File: src/rtl/multicycle_control_if.sv
// Bundle of instruction-register, ALU-flag, memory-handshake and datapath-control signals
// exchanged between the multicycle control FSM and the rest of the datapath.
interface multicycle_control_if #(
    parameter int unsigned ALUOP_W = 4,
    parameter int unsigned CNT_W   = 32
);
    logic [5:0]         opcode;
    logic [5:0]         funct;
    logic               zero;
    logic               mem_ready;
    logic               mem_req;
    logic               IorD;
    logic               IRWrite;
    logic               PCWrite;
    logic               RegDst;
    logic               RegWrite;
    logic               ALUSrc;
    logic               Branch;
    logic               BNE;
    logic               ZorS;
    logic               JALCtrl;
    logic               MemWrite;
    logic               MemRead;
    logic               MemToReg;
    logic               BW;
    logic               JumpReg;
    logic [ALUOP_W-1:0] ALUOp;
    logic [2:0]         state;
    logic               trap;
    logic [1:0]         trap_cause;
    logic [CNT_W-1:0]   instr_count;

    modport master (
        input  opcode, funct, zero, mem_ready,
        output mem_req, IorD, IRWrite, PCWrite, RegDst, RegWrite, ALUSrc, Branch, BNE, ZorS,
               JALCtrl, MemWrite, MemRead, MemToReg, BW, JumpReg, ALUOp, state, trap,
               trap_cause, instr_count
    );

    modport slave (
        output opcode, funct, zero, mem_ready,
        input  mem_req, IorD, IRWrite, PCWrite, RegDst, RegWrite, ALUSrc, Branch, BNE, ZorS,
               JALCtrl, MemWrite, MemRead, MemToReg, BW, JumpReg, ALUOp, state, trap,
               trap_cause, instr_count
    );
endinterface

File: src/rtl/multicycle_control.sv
// Multicycle MIPS control FSM: FETCH/DECODE/EXEC/MEM/WB with a req/ready memory port,
// sticky traps for illegal opcodes and memory timeouts, and a retired-instruction counter.
module multicycle_control #(
    parameter int unsigned ALUOP_W     = 4,
    parameter int unsigned MEM_TIMEOUT = 255,
    parameter int unsigned CNT_W       = 32
) (
    input logic                  clk,
    input logic                  rst,
    multicycle_control_if.master bus
);
    typedef enum logic [2:0] {
        StFetch  = 3'd0,
        StDecode = 3'd1,
        StExec   = 3'd2,
        StMem    = 3'd3,
        StWb     = 3'd4,
        StTrap   = 3'd5
    } state_e;

    localparam logic [5:0] OpR = 6'h00, OpJ = 6'h02, OpJal = 6'h03, OpBeq = 6'h04;
    localparam logic [5:0] OpBne = 6'h05, OpAddi = 6'h08, OpSlti = 6'h0A, OpAndi = 6'h0C;
    localparam logic [5:0] OpOri = 6'h0D, OpLui = 6'h0F, OpLw = 6'h23, OpLbu = 6'h24;
    localparam logic [5:0] OpSb = 6'h28, OpSw = 6'h2B;
    localparam logic [5:0] FnSll = 6'h00, FnSrl = 6'h02, FnJr = 6'h08, FnAdd = 6'h20;
    localparam logic [5:0] FnAnd = 6'h24, FnOr = 6'h25, FnNor = 6'h27, FnSlt = 6'h2A;

    localparam logic [ALUOP_W-1:0] AluAnd = ALUOP_W'(0), AluOr = ALUOP_W'(1);
    localparam logic [ALUOP_W-1:0] AluAdd = ALUOP_W'(2), AluNor = ALUOP_W'(3);
    localparam logic [ALUOP_W-1:0] AluSll = ALUOP_W'(4), AluSrl = ALUOP_W'(5);
    localparam logic [ALUOP_W-1:0] AluSub = ALUOP_W'(6), AluSlt = ALUOP_W'(7);
    localparam logic [ALUOP_W-1:0] AluLui = ALUOP_W'(8);

    localparam int unsigned WaitW = (MEM_TIMEOUT > 1) ? $clog2(MEM_TIMEOUT + 1) : 1;
    localparam logic [WaitW-1:0] WaitMax = WaitW'(MEM_TIMEOUT);

    state_e           state_q;
    logic [5:0]       op_q, funct_q;
    logic [WaitW-1:0] wait_q;
    logic [CNT_W-1:0] count_q;
    logic             trap_q;
    logic [1:0]       cause_q;

    function automatic logic legal_instr(input logic [5:0] op, input logic [5:0] fn);
        logic ok;
        ok = 1'b0;
        case (op)
            OpR: begin
                case (fn)
                    FnSll, FnSrl, FnJr, FnAdd, FnAnd, FnOr, FnNor, FnSlt: ok = 1'b1;
                    default: ok = 1'b0;
                endcase
            end
            OpJ, OpJal, OpBeq, OpBne, OpAddi, OpSlti, OpAndi, OpOri, OpLui, OpLw, OpLbu,
            OpSb, OpSw: ok = 1'b1;
            default: ok = 1'b0;
        endcase
        return ok;
    endfunction

    function automatic logic [ALUOP_W-1:0] r_alu_op(input logic [5:0] fn);
        case (fn)
            FnAnd:   return AluAnd;
            FnOr:    return AluOr;
            FnNor:   return AluNor;
            FnSll:   return AluSll;
            FnSrl:   return AluSrl;
            FnSlt:   return AluSlt;
            default: return AluAdd;
        endcase
    endfunction

    function automatic logic [ALUOP_W-1:0] i_alu_op(input logic [5:0] op);
        case (op)
            OpAndi:  return AluAnd;
            OpOri:   return AluOr;
            OpSlti:  return AluSlt;
            OpLui:   return AluLui;
            default: return AluAdd;
        endcase
    endfunction

    logic is_rtype, is_jr, is_branch, is_jump, is_load, is_store, is_word, timeout;

    assign is_rtype  = (op_q == OpR);
    assign is_jr     = is_rtype && (funct_q == FnJr);
    assign is_branch = (op_q == OpBeq) || (op_q == OpBne);
    assign is_jump   = (op_q == OpJ) || (op_q == OpJal) || is_jr;
    assign is_load   = (op_q == OpLw) || (op_q == OpLbu);
    assign is_store  = (op_q == OpSw) || (op_q == OpSb);
    assign is_word   = (op_q == OpLw) || (op_q == OpSw);
    // A ready arriving on the cycle the wait count hits the limit still completes the access.
    assign timeout   = (MEM_TIMEOUT != 0) && (wait_q == WaitMax) && !bus.mem_ready;

    always_ff @(posedge clk) begin
        if (!rst) begin
            state_q <= StFetch;
            op_q    <= '0;
            funct_q <= '0;
            wait_q  <= '0;
            count_q <= '0;
            trap_q  <= 1'b0;
            cause_q <= 2'b00;
        end else begin
            case (state_q)
                StFetch, StMem: begin
                    if (bus.mem_ready) begin
                        wait_q <= '0;
                        if (state_q == StFetch) begin
                            state_q <= StDecode;
                        end else if (is_store) begin
                            state_q <= StFetch;
                            count_q <= count_q + CNT_W'(1);
                        end else begin
                            state_q <= StWb;
                        end
                    end else if (timeout) begin
                        state_q <= StTrap;
                        trap_q  <= 1'b1;
                        cause_q <= 2'b10;
                    end else if (wait_q != '1) begin
                        wait_q <= wait_q + WaitW'(1);
                    end
                end
                StDecode: begin
                    op_q    <= bus.opcode;
                    funct_q <= bus.funct;
                    wait_q  <= '0;
                    if (legal_instr(bus.opcode, bus.funct)) begin
                        state_q <= StExec;
                    end else begin
                        state_q <= StTrap;
                        trap_q  <= 1'b1;
                        cause_q <= 2'b01;
                    end
                end
                StExec: begin
                    wait_q <= '0;
                    if (is_branch || is_jump) begin
                        state_q <= StFetch;
                        count_q <= count_q + CNT_W'(1);
                    end else if (is_load || is_store) begin
                        state_q <= StMem;
                    end else begin
                        state_q <= StWb;
                    end
                end
                StWb: begin
                    wait_q  <= '0;
                    state_q <= StFetch;
                    count_q <= count_q + CNT_W'(1);
                end
                StTrap:  state_q <= StTrap;
                default: state_q <= StFetch;
            endcase
        end
    end

    always_comb begin
        bus.mem_req  = 1'b0;
        bus.IorD     = 1'b0;
        bus.IRWrite  = 1'b0;
        bus.PCWrite  = 1'b0;
        bus.RegDst   = 1'b0;
        bus.RegWrite = 1'b0;
        bus.ALUSrc   = 1'b0;
        bus.Branch   = 1'b0;
        bus.BNE      = 1'b0;
        bus.ZorS     = 1'b0;
        bus.JALCtrl  = 1'b0;
        bus.MemWrite = 1'b0;
        bus.MemRead  = 1'b0;
        bus.MemToReg = 1'b0;
        bus.BW       = 1'b0;
        bus.JumpReg  = 1'b0;
        bus.ALUOp    = '0;
        if (rst) begin
            case (state_q)
                StFetch: begin
                    bus.mem_req = 1'b1;
                    bus.MemRead = 1'b1;
                    bus.ALUSrc  = 1'b1;
                    bus.ALUOp   = AluAdd;
                    bus.IRWrite = bus.mem_ready;
                    bus.PCWrite = bus.mem_ready;
                end
                StExec: begin
                    if (is_branch) begin
                        bus.ALUOp   = AluSub;
                        bus.ZorS    = 1'b1;
                        bus.Branch  = 1'b1;
                        bus.BNE     = (op_q == OpBne);
                        bus.PCWrite = (op_q == OpBne) ? !bus.zero : bus.zero;
                    end else if (is_jr) begin
                        bus.JumpReg = 1'b1;
                        bus.PCWrite = 1'b1;
                    end else if (is_jump) begin
                        bus.JALCtrl  = 1'b1;
                        bus.PCWrite  = 1'b1;
                        bus.RegWrite = (op_q == OpJal);
                    end else if (is_load || is_store) begin
                        bus.ALUSrc = 1'b1;
                        bus.ZorS   = 1'b1;
                        bus.ALUOp  = AluAdd;
                        bus.BW     = is_word;
                    end else if (is_rtype) begin
                        bus.RegDst = 1'b1;
                        bus.ALUOp  = r_alu_op(funct_q);
                    end else begin
                        bus.ALUSrc = 1'b1;
                        bus.ZorS   = (op_q == OpAddi) || (op_q == OpAndi) || (op_q == OpSlti);
                        bus.ALUOp  = i_alu_op(op_q);
                    end
                end
                StMem: begin
                    bus.mem_req  = 1'b1;
                    bus.IorD     = 1'b1;
                    bus.MemRead  = is_load;
                    bus.MemWrite = is_store;
                    bus.BW       = is_word;
                end
                StWb: begin
                    bus.RegWrite = 1'b1;
                    bus.RegDst   = is_rtype;
                    bus.MemToReg = is_load;
                    bus.BW       = is_word;
                end
                default: ;
            endcase
        end
    end

    assign bus.state       = rst ? state_q : 3'd0;
    assign bus.trap        = rst & trap_q;
    assign bus.trap_cause  = rst ? cause_q : 2'b00;
    assign bus.instr_count = rst ? count_q : '0;
endmodule

File: src/flat_wrapper.sv
// flat-port wrapper written by rule: the top's interface ports become plain ports
module multicycle_control_flat 
#(
    parameter int unsigned ALUOP_W     = 4,
    parameter int unsigned MEM_TIMEOUT = 255,
    parameter int unsigned CNT_W       = 32
)
  (clk, rst, bus_opcode, bus_funct, bus_zero, bus_mem_ready, bus_mem_req, bus_IorD, bus_IRWrite, bus_PCWrite, bus_RegDst, bus_RegWrite, bus_ALUSrc, bus_Branch, bus_BNE, bus_ZorS, bus_JALCtrl, bus_MemWrite, bus_MemRead, bus_MemToReg, bus_BW, bus_JumpReg, bus_ALUOp, bus_state, bus_trap, bus_trap_cause, bus_instr_count);
  multicycle_control_if #(.ALUOP_W(ALUOP_W), .CNT_W(CNT_W)) bus_i ();
  input logic clk;
  input logic rst;
  input wire logic [$bits(bus_i.opcode)-1:0] bus_opcode;
  input wire logic [$bits(bus_i.funct)-1:0] bus_funct;
  input wire logic [$bits(bus_i.zero)-1:0] bus_zero;
  input wire logic [$bits(bus_i.mem_ready)-1:0] bus_mem_ready;
  output wire logic [$bits(bus_i.mem_req)-1:0] bus_mem_req;
  output wire logic [$bits(bus_i.IorD)-1:0] bus_IorD;
  output wire logic [$bits(bus_i.IRWrite)-1:0] bus_IRWrite;
  output wire logic [$bits(bus_i.PCWrite)-1:0] bus_PCWrite;
  output wire logic [$bits(bus_i.RegDst)-1:0] bus_RegDst;
  output wire logic [$bits(bus_i.RegWrite)-1:0] bus_RegWrite;
  output wire logic [$bits(bus_i.ALUSrc)-1:0] bus_ALUSrc;
  output wire logic [$bits(bus_i.Branch)-1:0] bus_Branch;
  output wire logic [$bits(bus_i.BNE)-1:0] bus_BNE;
  output wire logic [$bits(bus_i.ZorS)-1:0] bus_ZorS;
  output wire logic [$bits(bus_i.JALCtrl)-1:0] bus_JALCtrl;
  output wire logic [$bits(bus_i.MemWrite)-1:0] bus_MemWrite;
  output wire logic [$bits(bus_i.MemRead)-1:0] bus_MemRead;
  output wire logic [$bits(bus_i.MemToReg)-1:0] bus_MemToReg;
  output wire logic [$bits(bus_i.BW)-1:0] bus_BW;
  output wire logic [$bits(bus_i.JumpReg)-1:0] bus_JumpReg;
  output wire logic [$bits(bus_i.ALUOp)-1:0] bus_ALUOp;
  output wire logic [$bits(bus_i.state)-1:0] bus_state;
  output wire logic [$bits(bus_i.trap)-1:0] bus_trap;
  output wire logic [$bits(bus_i.trap_cause)-1:0] bus_trap_cause;
  output wire logic [$bits(bus_i.instr_count)-1:0] bus_instr_count;
  assign bus_i.opcode = bus_opcode;
  assign bus_i.funct = bus_funct;
  assign bus_i.zero = bus_zero;
  assign bus_i.mem_ready = bus_mem_ready;
  assign bus_mem_req = bus_i.mem_req;
  assign bus_IorD = bus_i.IorD;
  assign bus_IRWrite = bus_i.IRWrite;
  assign bus_PCWrite = bus_i.PCWrite;
  assign bus_RegDst = bus_i.RegDst;
  assign bus_RegWrite = bus_i.RegWrite;
  assign bus_ALUSrc = bus_i.ALUSrc;
  assign bus_Branch = bus_i.Branch;
  assign bus_BNE = bus_i.BNE;
  assign bus_ZorS = bus_i.ZorS;
  assign bus_JALCtrl = bus_i.JALCtrl;
  assign bus_MemWrite = bus_i.MemWrite;
  assign bus_MemRead = bus_i.MemRead;
  assign bus_MemToReg = bus_i.MemToReg;
  assign bus_BW = bus_i.BW;
  assign bus_JumpReg = bus_i.JumpReg;
  assign bus_ALUOp = bus_i.ALUOp;
  assign bus_state = bus_i.state;
  assign bus_trap = bus_i.trap;
  assign bus_trap_cause = bus_i.trap_cause;
  assign bus_instr_count = bus_i.instr_count;
  multicycle_control #(.ALUOP_W(ALUOP_W), .MEM_TIMEOUT(MEM_TIMEOUT), .CNT_W(CNT_W)) u_core (.clk(clk), .rst(rst), .bus(bus_i));
endmodule
File: config.mk
export PLATFORM = sky130hd
export DESIGN_NAME = multicycle_control_flat
export DESIGN_NICKNAME = d
export VERILOG_FILES = /design/src/rtl/multicycle_control_if.sv /design/src/rtl/multicycle_control.sv /design/src/flat_wrapper.sv
export SDC_FILE = /design/constraint.sdc
export NUM_CORES = 1
export LEC_CHECK = 0
export ABC_AREA = 1
export CAP_MARGIN = 25
export CORE_MARGIN = 1
export CORE_UTILIZATION = 49
export CTS_CLUSTER_SIZE = 16
export DETAILED_ROUTE_END_ITERATION = 6
export PLACE_DENSITY = 0.77
export SYNTH_ARGS = -nofsm -noshare
export SYNTH_HDL_FRONTEND = slang
export SYNTH_SLANG_ARGS = --single-unit
File: constraint.sdc
create_clock -name clk -period 1.7 [get_ports clk]
set_clock_uncertainty 0.15 [all_clocks]
set_input_delay 0.255 -clock clk [delete_from_list [all_inputs] [get_ports clk]]
set_output_delay 0.255 -clock clk [all_outputs]
set_load 0.02 [all_outputs]
==> impl_metrics.env, run 1 <==
export IMPL_p_total_mw=8.657
export IMPL_io_pins=74
export IMPL_antennaDiodeCount=0
export IMPL_gp_congestion=0.9510
export IMPL_post_route_period_util=1.319
export IMPL_max_freq_ghz=0.4460
export IMPL_startpoint="u_core.op_q[3]$_SDFFE_PN0P_"
export IMPL_start_util=0.5062
export IMPL_vias_per_cell=5.497
export IMPL_critPathMaxStageDelay_ns=0.38
export IMPL_drc=0
export IMPL_holdBufCountCts=0
export IMPL_drt_initial_drc_count=347
export IMPL_die_h_um=96.92
export IMPL_worstPathArrival_ns=1.84
export IMPL_wl_per_cell_um=16.68
export IMPL_synthCells=730
export IMPL_area_growth_pct=68.51
export IMPL_grt_pass1_wl_um=26700
export IMPL_htree_levels=3
export IMPL_place_area_mm2=0.006216
export IMPL_cts_tree="yes"
export IMPL_synth_distinct_cells=45
export IMPL_dpl_cell_count=1018
export IMPL_synthesis_nets=748
export IMPL_routed_wl_um=17650
export IMPL_rsz0062_at_grt="yes"
export IMPL_end_kind="output port"
export IMPL_ir_worst_vdd_mv=0.8977
export IMPL_num_vias=5816
export IMPL_grt_pass1_vias=5646
export IMPL_die_width_um=96.92
export IMPL_synth_area_mm2=0.004414
export IMPL_ant_nets=0
export IMPL_dp_hpwl_um=10390
export IMPL_p_per_area_mw_per_mm2=1164
export IMPL_violations="negative setup slack"
export IMPL_p_leak_nw=3.676
export IMPL_synth_edf_count=0
export IMPL_status="finished, violations left"
export IMPL_cts_buffer_depth=2
export IMPL_period_needed_ns=2.242
export IMPL_critPathMaxFanout=3
export IMPL_stdcell_area_mm2=0.007438
export IMPL_drive_above_1_share=0.4463
export IMPL_crit_chain="inv_2, nand2_1, inv_2, nand2_1, nand2_2, nand2_2, nand2_2, or2_4, a21oi_4, buf_6"
export IMPL_place_ws_ns=-0.5888
export IMPL_worstSetupPathType="register to output port"
export IMPL_syn_avg_cell_area_um2=6.047
export IMPL_cpMostUsedCell="nand2_2"
export IMPL_clk_pin_slew_worst_paths_ns=0.07
export IMPL_synth_flop_cell="dfxtp_1"
export IMPL_tightest_slew_ns=0.6284
export IMPL_numClockSinks=58
export IMPL_slowest_stage="dfxtp_4"
export IMPL_cts_buffers=9
export IMPL_layout_cells_non_filler=1058
export IMPL_dieArea_mm2=0.009393
export IMPL_grtUsageTotal=0.3522
export IMPL_grt_max_degree=37
export IMPL_drv_cap=0
export IMPL_yosysSeqAreaShare=0.2630
export IMPL_cts_root_buf="clkbuf_8"
export IMPL_layout_commonest_cell="nand2_1"
export IMPL_placementRows=34
export IMPL_hold_viol=0
export IMPL_synth_seq_cells=58
export IMPL_io_buffers=73
export IMPL_grt_overflow=0
export IMPL_cp_top_family="simple AND/OR/NAND/NOR gates"
export IMPL_core_area_mm2=0.008721
export IMPL_critical_path_buf_inv_count=3
export IMPL_final_nets=965
export IMPL_antenna_found_initial=0
export IMPL_final_cell_mix="181 x nand2_1, 116 x buf_4, 89 x inv_1"
export IMPL_worstHoldStart="rst"
export IMPL_setup_violations=78
export IMPL_fin_util=0.8529
export IMPL_min_path_type="input pin to register"
export IMPL_drt_first_pass_iters=6
export IMPL_yosys_warnings=0
export IMPL_fillCellCount=500
export IMPL_clkLatencyLatePin_ns=0.35
export IMPL_finalWorstSetupSlack_ns=-0.5424
export IMPL_reg2reg_from="u_core.state_q[0]$_SDFFE_PN0P_"
export IMPL_drv_slew=0
export IMPL_critPathLaunchType="register"
export IMPL_async_flop_share=0
export IMPL_worst_slew_margin_rel=0.5811
export IMPL_required_ns=1.29
[per-layer routing]
layer,track usage,share of wire,up-vias
met5,0,0,-
met4,0.1573,0.044,0
met3,0.05275,0.072,84
met2,0.6246,0.49,322
met1,0.4172,0.39,2704
li1,-,-,2706
[flip-flops by register name, summed over array words and instances (netlist names)]
name,count
u_core.op_q,6
u_core.state_q,3
u_core.trap_q,1
u_core.cause_q,2
u_core.wait_q,8
u_core.count_q,32
u_core.funct_q,6
[power by group]
group	leakage, nW	switching, mW	internal [mW]
logic	3.10	3.04	2.54
registers	0.479	0.232	1.58
clock network	0.0992	0.587	0.677
[synth_stat cells, types with 6 or more instances]
| cell | number | area, um^2 |
|---|---|---|
| nor2_1 | 90 | 337.8 |
| a21oi_2 | 29 | 254.0 |
| nand2_1 | 230 | 863.3 |
| nand3_1 | 31 | 155.2 |
| o21ai_0 | 26 | 130.1 |
| nor3_1 | 18 | 90.09 |
| xor2_1 | 16 | 140.1 |
| dfxtp_1 | 58 | 1161 |
| nand4_1 | 7 | 43.79 |
| nand2_2 | 21 | 131.4 |
| clkbuf_1 | 6 | 22.52 |
| buf_1 | 6 | 22.52 |
| inv_1 | 100 | 375.4 |
| nand3b_1 | 8 | 60.06 |
| inv_2 | 8 | 30.03 |
| a21oi_1 | 27 | 135.1 |
[worst register-to-register path, stage by stage, from the launching register on]
cell and delay [ns]:
dfxtp_4 0.37, buf_6 0.13, inv_8 0.04, buf_6 0.11, nor2_4 0.09, inv_2 0.06, buf_6 0.13, nand3_4 0.11
nand2_4 0.07, nor2_4 0.16, nand2_8 0.10, clkinv_8 0.10, buf_12 0.15, nand2_4 0.05, a21oi_2 0.12
[what timing repair did]
action | in CTS | in global routing
pin swaps | 27 | 43
cloned | 7 | 1
resized for setup | 304 | 138
buffers inserted | 19 | 12
setup endpoints to repair | 116 | 98
[final timing paths]
path | to | slack [ns] | cells past startpoint
worst max-delay path | bus_RegDst | -0.54 | 10
worst min-delay path | u_core.state_q[0]$_SDFFE_PN0P_ | 0.25 | 5
worst max register to register | u_core.count_q[4]$_SDFFE_PN0P_ | -0.32 | 14
worst min register to register | u_core.trap_q$_SDFFE_PN0P_ | 0.33 | 2
[cell type report]
type	count	area (um^2)	area share
clock inverter	2	10.01	0.001346
timing repair buffer	227	2083	0.2801
sequential	58	1199	0.1611
inverter	110	439.2	0.05904
multi-input combinational	541	3396	0.4565
clock buffer	12	176.4	0.02372
tap	108	135.1	0.01817
[kinds of logic (layout without fill, tap and decap cells)]
logic type / count (synthesis) / count (layout) / share of synthesized area
buf+inv: 131 / 351 / 0.1273
compound gates: 92 / 92 / 0.1344
flops: 58 / 58 / 0.2630
xor+xnor: 18 / 18 / 0.03571
simple gates: 429 / 429 / 0.4340
fa+ha+maj: 2 / 2 / 0.005668
[stage by stage]
stage	setup TNS (ns)	hold WS [ns]
floorplan	-0.2924	0.2399
global placement	-27.62	0.2834
global route	-26.13	0.2537
CTS	-17.70	0.1944
detailed placement	-29.61	0.2879
finish	-21.88	0.2533
No activity file was read; power rests on OpenSTA's default activity.
==> run 2: changes to the inputs <==
- CORE_UTILIZATION: 49 -> 50
- CTS_BUF_LIST: default -> sky130_fd_sc_hd__clkbuf_4
- CTS_CLUSTER_DIAMETER: default -> 120
- PLACE_DENSITY: 0.77 -> 0.79
==> run 2 against run 1 <==
- sequential share of layout area up 0.21 points
- worst setup slack worse by 0.24 ns
- clock power down 5%
- via count up 12%
- non-clock buffer count up 11
- the flow still finishes with violations (negative setup slack)
- maximum frequency down 9.7%
- wire length up 28%
==> impl_metrics.env, run 2 (same netlist as run 1, synthesis figures left out) <==
export IMPL_critPathMaxStageDelay_ns=0.39
export IMPL_grtUsageTotal=0.4018
export IMPL_reg2reg_from="u_core.state_q[0]$_SDFFE_PN0P_"
export IMPL_required_ns=1.29
export IMPL_grt_max_degree=41
export IMPL_min_path_type="input pin to register"
export IMPL_dp_hpwl_um=10340
export IMPL_area_growth_pct=70.83
export IMPL_core_area_mm2=0.008382
export IMPL_worstSetupPathType="register to output port"
export IMPL_finalWorstSetupSlack_ns=-0.7829
export IMPL_max_freq_ghz=0.4028
export IMPL_grt_pass1_wl_um=28080
export IMPL_vias_per_cell=6.108
export IMPL_slowest_stage="dfxtp_4"
export IMPL_drv_cap=0
export IMPL_final_nets=976
export IMPL_ant_nets=0
export IMPL_end_kind="output port"
export IMPL_hold_viol=0
export IMPL_htree_levels=3
export IMPL_setup_violations=81
export IMPL_status="finished, violations left"
export IMPL_multi_input_area_mm2=0.003468
export IMPL_layout_commonest_cell="nand2_1"
export IMPL_place_area_mm2=0.006165
export IMPL_io_pins=74
export IMPL_worstHoldStart="rst"
export IMPL_worstPathArrival_ns=2.08
export IMPL_final_cell_mix="182 x nand2_1, 128 x buf_4, 86 x inv_1"
export IMPL_num_vias=6517
export IMPL_top_regs="u_core.count_q: 32 flops, u_core.wait_q: 8 flops"
export IMPL_tightest_slew_ns=0.6371
export IMPL_p_total_mw=9.360
export IMPL_r2r_end="u_core.state_q[2]$_SDFFE_PN0P_"
export IMPL_antennaDiodeCount=0
export IMPL_p_per_area_mw_per_mm2=1241
export IMPL_drt_initial_drc_count=739
export IMPL_drc=0
export IMPL_cts_root_buf="clkbuf_4"
export IMPL_worst_r2r_setup_slack_ns=-0.54
export IMPL_crit_chain="nor2_4, nand2_2, nor2_4, buf_4, nand4_1, nand3_1, nor2_1, buf_4"
export IMPL_p_leak_nw=3.616
export IMPL_grt_pass1_vias=5825
export IMPL_clkLatencyLatePin_ns=0.45
export IMPL_cts_buffers=9
export IMPL_critical_path_buf_inv_count=2
export IMPL_post_route_period_util=1.461
export IMPL_critPathLaunchType="register"
export IMPL_dieArea_mm2=0.009208
export IMPL_largest_register="u_core.count_q"
export IMPL_routed_wl_um=22620
export IMPL_gp_congestion=0.9697
export IMPL_largest_reg_flops=32
export IMPL_die_width_um=95.96
export IMPL_clk_pin_slew_worst_paths_ns=0.12
export IMPL_cp_top_family="simple AND/OR/NAND/NOR gates"
export IMPL_startpoint="u_core.op_q[0]$_SDFFE_PN0P_"
export IMPL_drt_first_pass_iters=6
export IMPL_fillCellCount=368
export IMPL_grt_overflow=0
export IMPL_start_util=0.5266
export IMPL_cp_depth=8
export IMPL_cts_buffer_depth=2
export IMPL_holdBufCountCts=0
export IMPL_die_h_um=95.96
export IMPL_critPathMaxFanout=5
export IMPL_wl_per_cell_um=21.20
export IMPL_placementRows=33
export IMPL_cts_tree="yes"
export IMPL_stdcell_area_mm2=0.007541
export IMPL_io_buffers=73
export IMPL_crit_end="bus_ALUOp[0]"
export IMPL_ff2ff_path_depth=14
export IMPL_drv_slew=0
export IMPL_drive_above_1_share=0.5062
export IMPL_regArea_mm2=0.001231
export IMPL_antenna_found_initial=0
export IMPL_rsz0062_at_grt="yes"
export IMPL_violations="negative setup slack"
export IMPL_ir_worst_vdd_mv=0.8349
export IMPL_worst_slew_margin_rel=0.5753
export IMPL_period_needed_ns=2.483
export IMPL_numClockSinks=58
## run 2: changes by cell type in the layout (fill, tap and decap cells not counted), moves of 4 or more
cell | before | now
dfxtp_1 | 42 | 24
dlygate4sd2_1 | 19 | 3
dfxtp_2 | 9 | 23
buf_4 | 116 | 128
clkbuf_8 | 11 | 0
buf_2 | 3 | 13
clkbuf_2 | 5 | 15
clkbuf_4 | 0 | 10
clkdlybuf4s15_1 | 14 | 6
dfxtp_4 | 7 | 11
o21ai_1 | 8 | 4
## run 2: final cells by class
type,instances,area share
clock buffer,10,0.009955
timing repair buffer,238,0.2804
tap,105,0.01742
sequential,58,0.1633
inverter,110,0.05840
multi-input combinational,541,0.4599
clock inverter,5,0.01062
## run 2: stage by stage
stage	setup slack (ns)	hold slack, ns	cells	utilization	setup TNS (ns)
finish	-0.7829	0.1882	1067	0.8997	-31.36
global route	-0.8415	0.1832	1067	0.8997	-34.01
CTS	-0.5239	0.1742	1058	0.8594	-18.36
detailed placement	-0.6008	0.3026	1012	0.7355	-31.18
global placement	-0.5514	0.2801	1012	0.7355	-28.48
floorplan	-0.08689	0.2399	730	-	-0.2924
## run 2: where the power goes
| part | total (mW) | internal [mW] | switching, mW |
|---|---|---|---|
| Sequential | 1.84 | 1.58 | 0.255 |
| Combinational | 6.33 | 2.82 | 3.50 |
| Clock | 1.20 | 0.601 | 0.594 |
## run 2: worst reg2reg max path, stage by stage, from the launching register on
cell     delay, ns
dfxtp_4       0.41
buf_6         0.13
inv_6         0.04
buf_6         0.11
nor2_4        0.12
inv_2         0.07
buf_6         0.13
nand3_4       0.09
buf_6         0.13
buf_4         0.10
o21ai_1       0.20
a21oi_2       0.23
nand3_2       0.10
nand2_1       0.08
inv_1         0.05
## run 2: worst min-delay path by stage
stage / end / slack, ns / cells after the start
2_1_floorplan: u_core.funct_q[4]$_SDFFE_PN0P_ / 0.24 / 2
3_3_place_gp: u_core.trap_q$_SDFFE_PN0P_ / 0.28 / 2
3_5_place_dp: u_core.trap_q$_SDFFE_PN0P_ / 0.30 / 2
4_1_cts: u_core.count_q[0]$_SDFFE_PN0P_ / 0.17 / 4
5_1_grt: u_core.count_q[1]$_SDFFE_PN0P_ / 0.18 / 4
6_report: u_core.count_q[1]$_SDFFE_PN0P_ / 0.19 / 4
## run 2: what timing repair did
item | CTS | global route
pin swaps | 40 | 47
setup endpoints to repair | 116 | 111
setup buffers | 25 | 19
hold endpoints to repair | 0 | 0
gates resized for setup | 357 | 193
cloned | 8 | 0
## run 2: routing by layer
metal  wire length, um  GRT usage
met5                 0          0
met4              2016     0.2463
met3              2621    0.08847
met2             10520     0.6994
met1              7461     0.4446
